===== config.mk =====
export PLATFORM = sky130hd
export DESIGN_NAME = tmp101_i2c_responder_flat
export DESIGN_NICKNAME = d
export VERILOG_FILES = /design/src/rtl/tmp101_pkg.sv /design/src/rtl/tmp101_i2c_responder_if.sv /design/src/rtl/i2c_bus_cond.sv /design/src/rtl/tmp101_i2c_responder.sv /design/src/flat_wrapper.sv
export SDC_FILE = /design/constraint.sdc
export NUM_CORES = 1
export LEC_CHECK = 0
export BUFFER_PORTS_ARGS = -buffer_cell sky130_fd_sc_hd__buf_2
export CAP_MARGIN = 40
export CORE_UTILIZATION = 64
export DETAILED_ROUTE_END_ITERATION = 6
export MAX_ROUTING_LAYER = met4
export PLACE_DENSITY = 0.83
export SETUP_SLACK_MARGIN = 0.4
export SLEW_MARGIN = 25
export SYNTH_ARGS = -nofsm -noshare
export SYNTH_HDL_FRONTEND = slang
export SYNTH_HIERARCHICAL = 1
export SYNTH_SLANG_ARGS = --single-unit

===== constraint.sdc =====
create_clock -name clk -period 3 [get_ports clk]
set_input_delay 0.3 -clock clk [delete_from_list [all_inputs] [get_ports clk]]
set_output_delay 0.3 -clock clk [all_outputs]
set_load 0.05 [all_outputs]

===== src/rtl/tmp101_pkg.sv =====
// Shared constants, pointer codes, reset values and FSM state type for the
// TMP101 I2C responder.
package tmp101_pkg;

   localparam logic [6:0]  TMP101_ADDR_BASE = 7'b1001000;

   localparam logic [1:0]  PTR_TEMP  = 2'd0;
   localparam logic [1:0]  PTR_CONF  = 2'd1;
   localparam logic [1:0]  PTR_TLOW  = 2'd2;
   localparam logic [1:0]  PTR_THIGH = 2'd3;

   localparam logic [7:0]  CONF_RESET  = 8'h00;
   localparam logic [15:0] TLOW_RESET  = 16'h4B00;
   localparam logic [15:0] THIGH_RESET = 16'h5000;

   typedef enum logic [2:0] {
      ST_IDLE     = 3'd0,
      ST_ADDR     = 3'd1,
      ST_ADDR_ACK = 3'd2,
      ST_RX_BYTE  = 3'd3,
      ST_RX_ACK   = 3'd4,
      ST_TX_BYTE  = 3'd5,
      ST_TX_ACK   = 3'd6
   } state_e;

   // Byte index 0 selects the MSB of a 16-bit register, index 1 the LSB.
   function automatic logic [7:0] reg_byte(input logic [15:0] word, input logic idx);
      if (idx) begin
         reg_byte = word[7:0];
      end else begin
         reg_byte = word[15:8];
      end
   endfunction

endpackage


===== src/rtl/tmp101_i2c_responder_if.sv =====
// I2C pad-side bundle: SCL/SDA pad inputs and the SDA tristate control.
interface tmp101_i2c_responder_if;

   logic scl_i;
   logic sda_i;
   logic sda_t;

   modport master (output scl_i, output sda_i, input sda_t);
   modport slave  (input scl_i, input sda_i, output sda_t);

endinterface


===== src/rtl/i2c_bus_cond.sv =====
// Synchronizes and glitch-filters SCL/SDA, then derives registered edge,
// START and STOP strobes from the filtered levels only.
module i2c_bus_cond #(
   parameter int FILTER_LEN = 3
) (
   input  logic clk,
   input  logic reset,
   input  logic scl_i,
   input  logic sda_i,
   output logic sda_o,
   output logic scl_rise_o,
   output logic scl_fall_o,
   output logic start_det_o,
   output logic stop_det_o
);

   localparam int CW = (FILTER_LEN > 2) ? $clog2(FILTER_LEN) : 1;
   localparam logic [CW-1:0] CNT_MAX = CW'(FILTER_LEN - 1);

   // Bit 0 carries SCL, bit 1 carries SDA.
   logic [1:0]         raw_s;
   logic [1:0]         sync1_q, sync2_q;
   logic [1:0]         filt_q, filt_d;
   logic [1:0][CW-1:0] cnt_q, cnt_d;
   logic               scl_rise_q, scl_fall_q, start_q, stop_q;

   assign raw_s = {sda_i, scl_i};

   // A new level is accepted only after FILTER_LEN consecutive differing samples.
   always_comb begin
      filt_d = filt_q;
      cnt_d  = '0;
      for (int i = 0; i < 2; i++) begin
         if (sync2_q[i] != filt_q[i]) begin
            if (cnt_q[i] == CNT_MAX) begin
               filt_d[i] = sync2_q[i];
            end else begin
               cnt_d[i] = cnt_q[i] + 1'b1;
            end
         end else begin
            cnt_d[i] = '0;
         end
      end
   end

   // Synchronizer, filter state and strobe registers.
   always_ff @(posedge clk) begin
      if (reset) begin
         sync1_q    <= 2'b11;
         sync2_q    <= 2'b11;
         filt_q     <= 2'b11;
         cnt_q      <= '0;
         scl_rise_q <= 1'b0;
         scl_fall_q <= 1'b0;
         start_q    <= 1'b0;
         stop_q     <= 1'b0;
      end else begin
         sync1_q    <= raw_s;
         sync2_q    <= sync1_q;
         filt_q     <= filt_d;
         cnt_q      <= cnt_d;
         scl_rise_q <= filt_d[0] & ~filt_q[0];
         scl_fall_q <= ~filt_d[0] & filt_q[0];
         start_q    <= filt_q[0] & filt_d[0] & filt_q[1] & ~filt_d[1];
         stop_q     <= filt_q[0] & filt_d[0] & ~filt_q[1] & filt_d[1];
      end
   end

   assign sda_o       = filt_q[1];
   assign scl_rise_o  = scl_rise_q;
   assign scl_fall_o  = scl_fall_q;
   assign start_det_o = start_q;
   assign stop_det_o  = stop_q;

endmodule


===== src/rtl/tmp101_i2c_responder.sv =====
// I2C target emulating a TMP101 (temperature/config/T_LOW/T_HIGH registers).
// Optional comparator-mode alert output is enabled by defining TMP101_ALERT_EN.
module tmp101_i2c_responder
   import tmp101_pkg::*;
#(
   parameter logic [2:0] I2C_ADDR   = 3'b000,
   parameter int         FILTER_LEN = 3
) (
   input  logic                         clk,
   input  logic                         reset,
   tmp101_i2c_responder_if.slave        bus,
   input  logic [11:0]                  temp_in,
   output logic [7:0]                   config_out,
   output logic                         busy
`ifdef TMP101_ALERT_EN
   ,
   output logic                         alert_n
`endif
);

   localparam logic [6:0] DEV_ADDR = TMP101_ADDR_BASE | {4'b0000, I2C_ADDR};

   logic sda_f_s, scl_rise_s, scl_fall_s, start_s, stop_s;

   i2c_bus_cond #(.FILTER_LEN(FILTER_LEN)) u_cond (
      .clk         (clk),
      .reset       (reset),
      .scl_i       (bus.scl_i),
      .sda_i       (bus.sda_i),
      .sda_o       (sda_f_s),
      .scl_rise_o  (scl_rise_s),
      .scl_fall_o  (scl_fall_s),
      .start_det_o (start_s),
      .stop_det_o  (stop_s)
   );

   state_e      state_q, state_d;
   logic [2:0]  bit_cnt_q, bit_cnt_d;
   logic [6:0]  rx_sr_q, rx_sr_d;
   logic [7:0]  tx_sr_q, tx_sr_d;
   logic        sda_t_q, sda_t_d;
   logic        busy_q, busy_d;
   logic [1:0]  ptr_q, ptr_d;
   logic [7:0]  conf_q, conf_d;
   logic [15:0] tlow_q, tlow_d;
   logic [15:0] thigh_q, thigh_d;
   logic [11:0] shadow_q, shadow_d;
   logic        rw_q, rw_d;
   logic        first_q, first_d;
   logic        idx_q, idx_d;
   logic        phase_q, phase_d;

   logic [7:0]  rx_byte_s;
   logic [15:0] word_s;
   logic [7:0]  tx_byte_s;

   assign rx_byte_s = {rx_sr_q, sda_f_s};
   assign tx_byte_s = reg_byte(word_s, idx_q);

   // Register selected by the pointer, as seen by a read.
   always_comb begin
      case (ptr_q)
         PTR_TEMP:  word_s = {shadow_q, 4'b0000};
         PTR_CONF:  word_s = {conf_q, conf_q};
         PTR_TLOW:  word_s = tlow_q;
         PTR_THIGH: word_s = thigh_q;
         default:   word_s = 16'h0000;
      endcase
   end

   // Protocol FSM: next state, shift registers, register writes and SDA drive.
   always_comb begin
      state_d   = state_q;
      bit_cnt_d = bit_cnt_q;
      rx_sr_d   = rx_sr_q;
      tx_sr_d   = tx_sr_q;
      sda_t_d   = sda_t_q;
      busy_d    = busy_q;
      ptr_d     = ptr_q;
      conf_d    = conf_q;
      tlow_d    = tlow_q;
      thigh_d   = thigh_q;
      shadow_d  = shadow_q;
      rw_d      = rw_q;
      first_d   = first_q;
      idx_d     = idx_q;
      phase_d   = phase_q;

      if (stop_s) begin
         state_d = ST_IDLE;
         sda_t_d = 1'b1;
         busy_d  = 1'b0;
      end else if (start_s) begin
         state_d   = ST_ADDR;
         bit_cnt_d = 3'd0;
         sda_t_d   = 1'b1;
         phase_d   = 1'b0;
      end else begin
         case (state_q)
            ST_IDLE: begin
               sda_t_d = 1'b1;
            end

            ST_ADDR: begin
               if (scl_rise_s) begin
                  rx_sr_d   = rx_byte_s[6:0];
                  bit_cnt_d = bit_cnt_q + 3'd1;
                  if (bit_cnt_q == 3'd7) begin
                     if (rx_byte_s[7:1] == DEV_ADDR) begin
                        state_d = ST_ADDR_ACK;
                        busy_d  = 1'b1;
                        rw_d    = rx_byte_s[0];
                        first_d = ~rx_byte_s[0];
                        idx_d   = 1'b0;
                        phase_d = 1'b0;
                        if (rx_byte_s[0]) begin
                           shadow_d = temp_in;
                        end else begin
                           shadow_d = shadow_q;
                        end
                     end else begin
                        state_d = ST_IDLE;
                        busy_d  = 1'b0;
                        sda_t_d = 1'b1;
                     end
                  end else begin
                     state_d = ST_ADDR;
                  end
               end else begin
                  state_d = ST_ADDR;
               end
            end

            // First fall pulls SDA low for the ACK, second fall ends it.
            ST_ADDR_ACK, ST_RX_ACK: begin
               if (scl_fall_s) begin
                  if (!phase_q) begin
                     sda_t_d = 1'b0;
                     phase_d = 1'b1;
                  end else begin
                     phase_d   = 1'b0;
                     bit_cnt_d = 3'd0;
                     if ((state_q == ST_ADDR_ACK) && rw_q) begin
                        state_d = ST_TX_BYTE;
                        sda_t_d = tx_byte_s[7];
                        tx_sr_d = {tx_byte_s[6:0], 1'b1};
                        idx_d   = ~idx_q;
                     end else begin
                        state_d = ST_RX_BYTE;
                        sda_t_d = 1'b1;
                     end
                  end
               end else begin
                  phase_d = phase_q;
               end
            end

            ST_RX_BYTE: begin
               if (scl_rise_s) begin
                  rx_sr_d   = rx_byte_s[6:0];
                  bit_cnt_d = bit_cnt_q + 3'd1;
                  if (bit_cnt_q == 3'd7) begin
                     state_d = ST_RX_ACK;
                     phase_d = 1'b0;
                     if (first_q) begin
                        ptr_d   = rx_byte_s[1:0];
                        first_d = 1'b0;
                     end else begin
                        idx_d = ~idx_q;
                        case (ptr_q)
                           PTR_CONF: begin
                              if (!idx_q) begin
                                 conf_d = rx_byte_s;
                              end else begin
                                 conf_d = conf_q;
                              end
                           end
                           PTR_TLOW: begin
                              if (!idx_q) begin
                                 tlow_d[15:8] = rx_byte_s;
                              end else begin
                                 tlow_d[7:0] = rx_byte_s;
                              end
                           end
                           PTR_THIGH: begin
                              if (!idx_q) begin
                                 thigh_d[15:8] = rx_byte_s;
                              end else begin
                                 thigh_d[7:0] = rx_byte_s;
                              end
                           end
                           default: begin
                              ptr_d = ptr_q;
                           end
                        endcase
                     end
                  end else begin
                     state_d = ST_RX_BYTE;
                  end
               end else begin
                  state_d = ST_RX_BYTE;
               end
            end

            // The shifter fills with ones, so SDA is released after bit 0.
            ST_TX_BYTE: begin
               if (scl_fall_s) begin
                  sda_t_d = tx_sr_q[7];
                  tx_sr_d = {tx_sr_q[6:0], 1'b1};
               end else if (scl_rise_s) begin
                  bit_cnt_d = bit_cnt_q + 3'd1;
                  if (bit_cnt_q == 3'd7) begin
                     state_d = ST_TX_ACK;
                     phase_d = 1'b0;
                  end else begin
                     state_d = ST_TX_BYTE;
                  end
               end else begin
                  state_d = ST_TX_BYTE;
               end
            end

            ST_TX_ACK: begin
               if (scl_fall_s) begin
                  if (phase_q) begin
                     state_d   = ST_TX_BYTE;
                     bit_cnt_d = 3'd0;
                     sda_t_d   = tx_byte_s[7];
                     tx_sr_d   = {tx_byte_s[6:0], 1'b1};
                     idx_d     = ~idx_q;
                     phase_d   = 1'b0;
                  end else begin
                     sda_t_d = 1'b1;
                  end
               end else if (scl_rise_s) begin
                  if (sda_f_s) begin
                     state_d = ST_IDLE;
                     busy_d  = 1'b0;
                     sda_t_d = 1'b1;
                  end else begin
                     phase_d = 1'b1;
                  end
               end else begin
                  phase_d = phase_q;
               end
            end

            default: begin
               state_d = ST_IDLE;
               sda_t_d = 1'b1;
               busy_d  = 1'b0;
            end
         endcase
      end
   end

   // FSM and register file state.
   always_ff @(posedge clk) begin
      if (reset) begin
         state_q   <= ST_IDLE;
         bit_cnt_q <= 3'd0;
         rx_sr_q   <= 7'd0;
         tx_sr_q   <= 8'hFF;
         sda_t_q   <= 1'b1;
         busy_q    <= 1'b0;
         ptr_q     <= PTR_TEMP;
         conf_q    <= CONF_RESET;
         tlow_q    <= TLOW_RESET;
         thigh_q   <= THIGH_RESET;
         shadow_q  <= 12'h000;
         rw_q      <= 1'b0;
         first_q   <= 1'b0;
         idx_q     <= 1'b0;
         phase_q   <= 1'b0;
      end else begin
         state_q   <= state_d;
         bit_cnt_q <= bit_cnt_d;
         rx_sr_q   <= rx_sr_d;
         tx_sr_q   <= tx_sr_d;
         sda_t_q   <= sda_t_d;
         busy_q    <= busy_d;
         ptr_q     <= ptr_d;
         conf_q    <= conf_d;
         tlow_q    <= tlow_d;
         thigh_q   <= thigh_d;
         shadow_q  <= shadow_d;
         rw_q      <= rw_d;
         first_q   <= first_d;
         idx_q     <= idx_d;
         phase_q   <= phase_d;
      end
   end

   assign bus.sda_t  = sda_t_q;
   assign config_out = conf_q;
   assign busy       = busy_q;

`ifdef TMP101_ALERT_EN
   logic        act_q, act_d;
   logic        alert_n_q, alert_n_d;
   logic [15:0] temp_ext_s;

   assign temp_ext_s = {temp_in, 4'b0000};

   // Comparator mode: T_HIGH sets the alert, below T_LOW clears it, POL inverts.
   always_comb begin
      if ($signed(temp_ext_s) >= $signed(thigh_q)) begin
         act_d = 1'b1;
      end else if ($signed(temp_ext_s) < $signed(tlow_q)) begin
         act_d = 1'b0;
      end else begin
         act_d = act_q;
      end
      alert_n_d = conf_q[2] ? act_d : ~act_d;
   end

   // Alert state and output register.
   always_ff @(posedge clk) begin
      if (reset) begin
         act_q     <= 1'b0;
         alert_n_q <= 1'b1;
      end else begin
         act_q     <= act_d;
         alert_n_q <= alert_n_d;
      end
   end

   assign alert_n = alert_n_q;
`endif

endmodule


===== src/flat_wrapper.sv =====
// flat-port wrapper written by rule: the top's interface ports become plain ports
module tmp101_i2c_responder_flat import tmp101_pkg::*;
#(
   parameter logic [2:0] I2C_ADDR   = 3'b000,
   parameter int         FILTER_LEN = 3
)
  (clk, reset, temp_in, config_out, busy, bus_scl_i, bus_sda_i, bus_sda_t);
  tmp101_i2c_responder_if bus_i ();
  input  logic clk;
  input  logic reset;
  input  logic [11:0] temp_in;
  output logic [7:0] config_out;
  output logic busy;
  input wire logic [$bits(bus_i.scl_i)-1:0] bus_scl_i;
  input wire logic [$bits(bus_i.sda_i)-1:0] bus_sda_i;
  output wire logic [$bits(bus_i.sda_t)-1:0] bus_sda_t;
  assign bus_i.scl_i = bus_scl_i;
  assign bus_i.sda_i = bus_sda_i;
  assign bus_sda_t = bus_i.sda_t;
  tmp101_i2c_responder #(.I2C_ADDR(I2C_ADDR), .FILTER_LEN(FILTER_LEN)) u_core (.clk(clk), .reset(reset), .bus(bus_i), .temp_in(temp_in), .config_out(config_out), .busy(busy));
endmodule

Yosys cells after proc, flatten, opt, wreduce, memory -nomap -nowiden
Cells that the tools add are included.
W data, S select, Z words.

operators by class
  mux-type cells = 83
  add/sub/neg operators = 3
  equality and inequality tests = 48
  reduce and logical (&&, ||, !) cells = 34
  bitwise operators = 20

operators by type and width
  cell                  count
  $pmux W16 S4          1
  $mux W8               7
  $reduce_and A8 Y1     7
  $mux W1               47
  $mux W3               15
  $reduce_and A7 Y1     4
  $ne A2 B2 Y1 const B  12
  $pmux W8 S3           1
  $pmux W3 S6           1
  $reduce_and A9 Y1     2
  $ne A3 B3 Y1 const B  5
  $reduce_and A14 Y1    1
  $not A1 Y1            13
  $eq A3 B3 Y1 const B  4
  $ne A2 B1 Y1 const B  6
  $ne A3 B2 Y1 const B  4
  $ne A4 B4 Y1 const B  3
  $reduce_and A6 Y1     2
  $reduce_or A3 Y1      4
  $mux W2               5
  $pmux W1 S5           2
  $pmux W3 S3           1
  $eq A2 B2 Y1 const B  4
  $reduce_bool A4 Y1    2
  23 further kinds      35

word-level totals
  register bits = 95
  logic and storage cells = 215
  output and inout port bits = 10
  bits of input ports = 16

Longest topological paths before layout
  depth after elaboration = 7
  gate-level depth with buffers = 8
  depth with buffers taken out = 7

By module
Netlist, hierarchy kept.

modules (own cells, without submodules)
  module                area each (sq um)  instances  sequential area each (sq um)  cells each
  tmp101_i2c_responder  4092.7             1          1601.5                        490
  i2c_bus_cond          484.2              1          280.3                         39

Worst setup path before layout
No wires, ideal clock.

  kind = reg2reg
  from = register u_core.bit_cnt_q[0]
  to = register u_core.thigh_q[0]
  setup time = 128 ps
  setup slack = 1008 ps
  data required time = 2872 ps
  buffers on the path = 1
  period minus slack after synthesis = 1992 ps
  arrival time = 1864 ps
  stages on the path, launching flop included = 9
  path through = dfxtp_1 > ha_1 > ha_1 > and4bb_2 > nand4_2 > buf_2 > nor3_4 > mux2i_1 > nor2_1

between the ends
  cells in the longest elaborated chain, start to end = 2

ends and longest elaborated chain
  element                             line                         text
  start: declaration                  tmp101_i2c_responder.sv:38   logic [2:0] bit_cnt_q, bit_cnt_d;
  start signal: assignment            tmp101_i2c_responder.sv:277  bit_cnt_q <= bit_cnt_d;
  $eq A3 B3 Y1                        tmp101_i2c_responder.sv:162  if (bit_cnt_q == 3'd7) begin
  $reduce_and A8 Y1 (no source line)  -
  end signal: assignment              tmp101_i2c_responder.sv:285  thigh_q <= thigh_d;
  end: declaration                    tmp101_i2c_responder.sv:46   logic [15:0] thigh_q, thigh_d;

Every way passes these cells.
A chain may end at the register's enable or synchronous reset.

Worst setup path in the final report
  from = register u_core.state_q[2]
  to = register u_core.tx_sr_q[7]

between the ends
  cells in the longest elaborated chain, start to end = 4
  elaborated cells on any way between the ends = 15
  classes of those cells = 10 x eq/ne; 1 x mux; 4 x reduce/logical

ends and longest elaborated chain
  element                                                  line                                                     text
  start: declaration                                       tmp101_i2c_responder.sv:37                               state_e state_q, state_d;
  start signal: assignment                                 tmp101_i2c_responder.sv:276                              state_q <= state_d;
  $eq A3 B3 Y1 or $eq A3 B2 Y1 (tied branches)             tmp101_i2c_responder.sv:99, tmp101_i2c_responder.sv:143
  $reduce_or A2 Y1 or $logic_and A1 B1 Y1 (tied branches)  tmp101_i2c_responder.sv:99, tmp101_i2c_responder.sv:143
  $ne A2 B1 Y1 (no source line) (tied with other cells)    -
  $reduce_and A9 Y1 (no source line)                       -
  end signal: assignment                                   tmp101_i2c_responder.sv:279                              tx_sr_q <= tx_sr_d;
  end: declaration                                         tmp101_i2c_responder.sv:40                               logic [7:0] tx_sr_q, tx_sr_d;

Several ways; a longest one is shown, not always the timed one.

==> flow_summary.toml <==
[status]
status = "completed"

[floorplanning]
row_count = 30
dieArea_um2 = 7490
dieHeight_um = 86.6
initial_core_util_pct = 66.6
ioPinCount = 26
die_x_um = 86.6
core_area_um2 = 6870

[placed_design]
portBuffers = 25
placed_area_um2 = 4730
dp_hpwl_um = 7310
dp_cells = 622
gp_congestion = 0.871

[cts]
path_clk_slew_ns = 0.08
clock_path_buffers = 2
htreeDepth = 3
cts_root_buf = "clkbuf_8"
cts_hold_buffers = 0
cts.sinks = 94
post-cts-setup-buffers = 0
cts_resized = 0
clkLatencyLatePin_ns = 0.36
cts_tree = "yes"
cts_buffers = 9

[critical_path]
cp.arrival_ns = 2.61
end_kind = "flip-flop"
path_buf_inv = 0
path_max_fanout = 26
cp_top_family = "compound AO/OA/AOI/OAI gates"
path_class = "reg -> reg"
slowest_stage = "dfxtp_1"
worstPathCellList = "nand2_1, mux2i_1, a221o_1, a211oi_1, a22oi_1"
worstPathRequired_ns = 3.22
crit_path_start_kind = "flip-flop"
max_stage_delay_ns = 0.85

[synthesis]
ys_top_cells_by_count = "dfxtp_1 (94), nor2_1 (69), mux2i_1 (47)"
syn_nets = 549
synth_top_area_cell = "dfxtp_1"
synth_area_leaders = "dfxtp_1 (41%), mux2i_1 (10%), nor2_1 (5.7%), a21oi_1 (3.8%), o21ai_0 (3.6%)"
synth_edf_count = 0
synthCells = 529
synth-main-ff-cell = "dfxtp_1"
synth-seq-area-share_pct = 41.1
synth.most_common_cell = "dfxtp_1"
yosysTopAreaCellShare_pct = 41.1
synth-seq-cells = 94
yosys_warnings = 6
syn-cell-area_um2 = 4580
ys_types = 65
async_flop_share_pct = 0
syn_area_per_cell_um2 = 8.65

[routing]
drtPass1Iterations = 6
drc = 0
wl_per_cell_um = 17.0
via_per_inst = 6.21
vias = 3963
wirelength_um = 10800
first_iter_violations = 373
ant_nets = 0

[cells_and_area]
diodes = 0
drive_gt1_share_pct = 12.9
final_area_um2 = 4960
area_growth_pct = 8.28
final_cells = 638
fillers = 533
finish.net_count = 558

[timing]
skew_ns = 0.00870
max_slew_margin_pct = 46.1
fin_tns_setup_ns = 0
rsz0062_at_grt = "false"
setup_viol = 0
hold_viol = 0
drv_slew = 0
finalCritPeriodShare_pct = 79.6
max_freq_mhz = 419
worstMarginPinSlew_ns = 0.808
fin_crit_ns = 2.39

[power]
leakagePower_uw = 0.00177
vdd_drop_max_mv = 0.326
p_per_area_nw_per_um2 = 433

[run]
drv_cap = 0

[grt]
grt_pass1_vias = 3638
grt_antenna_before_repair = 0
grt_max_degree = 49
track_usage_pct = 31.7
grt_pass1_wl_um = 17700
grt_remaining_overflow = 0

[worst_hold_path]
hp-class = "in -> reg"
[layout by cell type (no fill, tap or decap), types with 3 or more instances in the layout]
master / n
clkbuf_8: 11
buf_2: 25
o21bai_1: 5
nor3_1: 8
a31oi_1: 4
nor2b_1: 9
o21ai_0: 33
buf_4: 12
nand3b_1: 5
mux2i_1: 47
a21oi_1: 35
nand3_1: 17
or2_1: 4
nand2b_1: 3
a22o_1: 3
a22oi_1: 7
inv_1: 16
a211o_1: 11
nor2_1: 69
ha_1: 4
a222oi_1: 3
nor4_1: 6
a211oi_1: 8
nand2_1: 43
dfxtp_1: 94
[stage by stage]
stage / util (%) / hold WS, ns / setup WS [ns] / total power, uW
floorplan: - / 0.383 / 1.01 / 1300
global placement: 68.9 / 0.387 / 0.726 / 1320
detailed placement: 68.9 / 0.396 / 0.654 / 1320
CTS: 71.7 / 0.108 / 0.659 / 2150
global route: 72.1 / 0.0942 / 0.409 / 2220
finish: 72.1 / 0.118 / 0.612 / 2150
[sequential cells by signal, summed over array words and instances, names as in the netlist, 2 cells and up]
name,cells
u_core/bit_cnt_q,3
u_core/config_out,8
u_core/ptr_q,2
u_core/rx_sr_q,7
u_core/shadow_q,12
u_core/state_q,3
u_core/thigh_q,16
u_core/tlow_q,16
u_core/tx_sr_q,7
u_core/u_cond/cnt_q,4
u_core/u_cond/filt_q,2
u_core/u_cond/sync1_q,2
u_core/u_cond/sync2_q,2
[where the power goes]
part	leakage (uW)	total [uW]	internal [uW]	switching, uW
Sequential	0.000759	1250	1250	2.00
Clock	0.000102	850	427	423
Combinational	0.000910	44.0	17.7	26.3
Total	0.00177	2150	1690	452
[final timing paths]
check                            from                        to  slack, ns  cells after the start
max                 u_core/state_q[2]         u_core/tx_sr_q[7]       0.61                      5
min                         bus_scl_i  u_core/u_cond/sync1_q[0]       0.12                      2
max reg2reg         u_core/state_q[2]         u_core/tx_sr_q[7]       0.61                      5
min reg2reg  u_core/u_cond/sync1_q[1]  u_core/u_cond/sync2_q[1]       0.41                      1
[per-layer routing]
metal  up-vias  track usage [%]  share of wire, %
met5         -                -                 0
met4         0             17.9               4.0
met3        36             5.33               6.1
met2       171             46.1                45
met1      1845             41.8                45
li1       1911                -                 -
[area by class of cell]
type                       count  area, um^2  area share (%)
inverter                      16        60.1            1.21
timing repair buffer          38         243            4.90
sequential                    94        1880            38.0
clock buffer                  12         155            3.13
multi-input combinational    379        2450            49.5
clock inverter                 3        43.8           0.884
tap                           96         120            2.42
[logic make-up (layout without fill, tap and decap cells)]
family          count (synthesis)  in the layout  share of synthesized area, %
simple gates                  195            195                          22.6
compound gates                129            129                          18.5
mux                            49             49                          11.0
fa+ha+maj                       4              4                          1.09
buf+inv                        56             69                          5.30
flops                          94             94                          41.1
xor+xnor                        2              2                         0.383
Power figures use the tool's default switching activity.
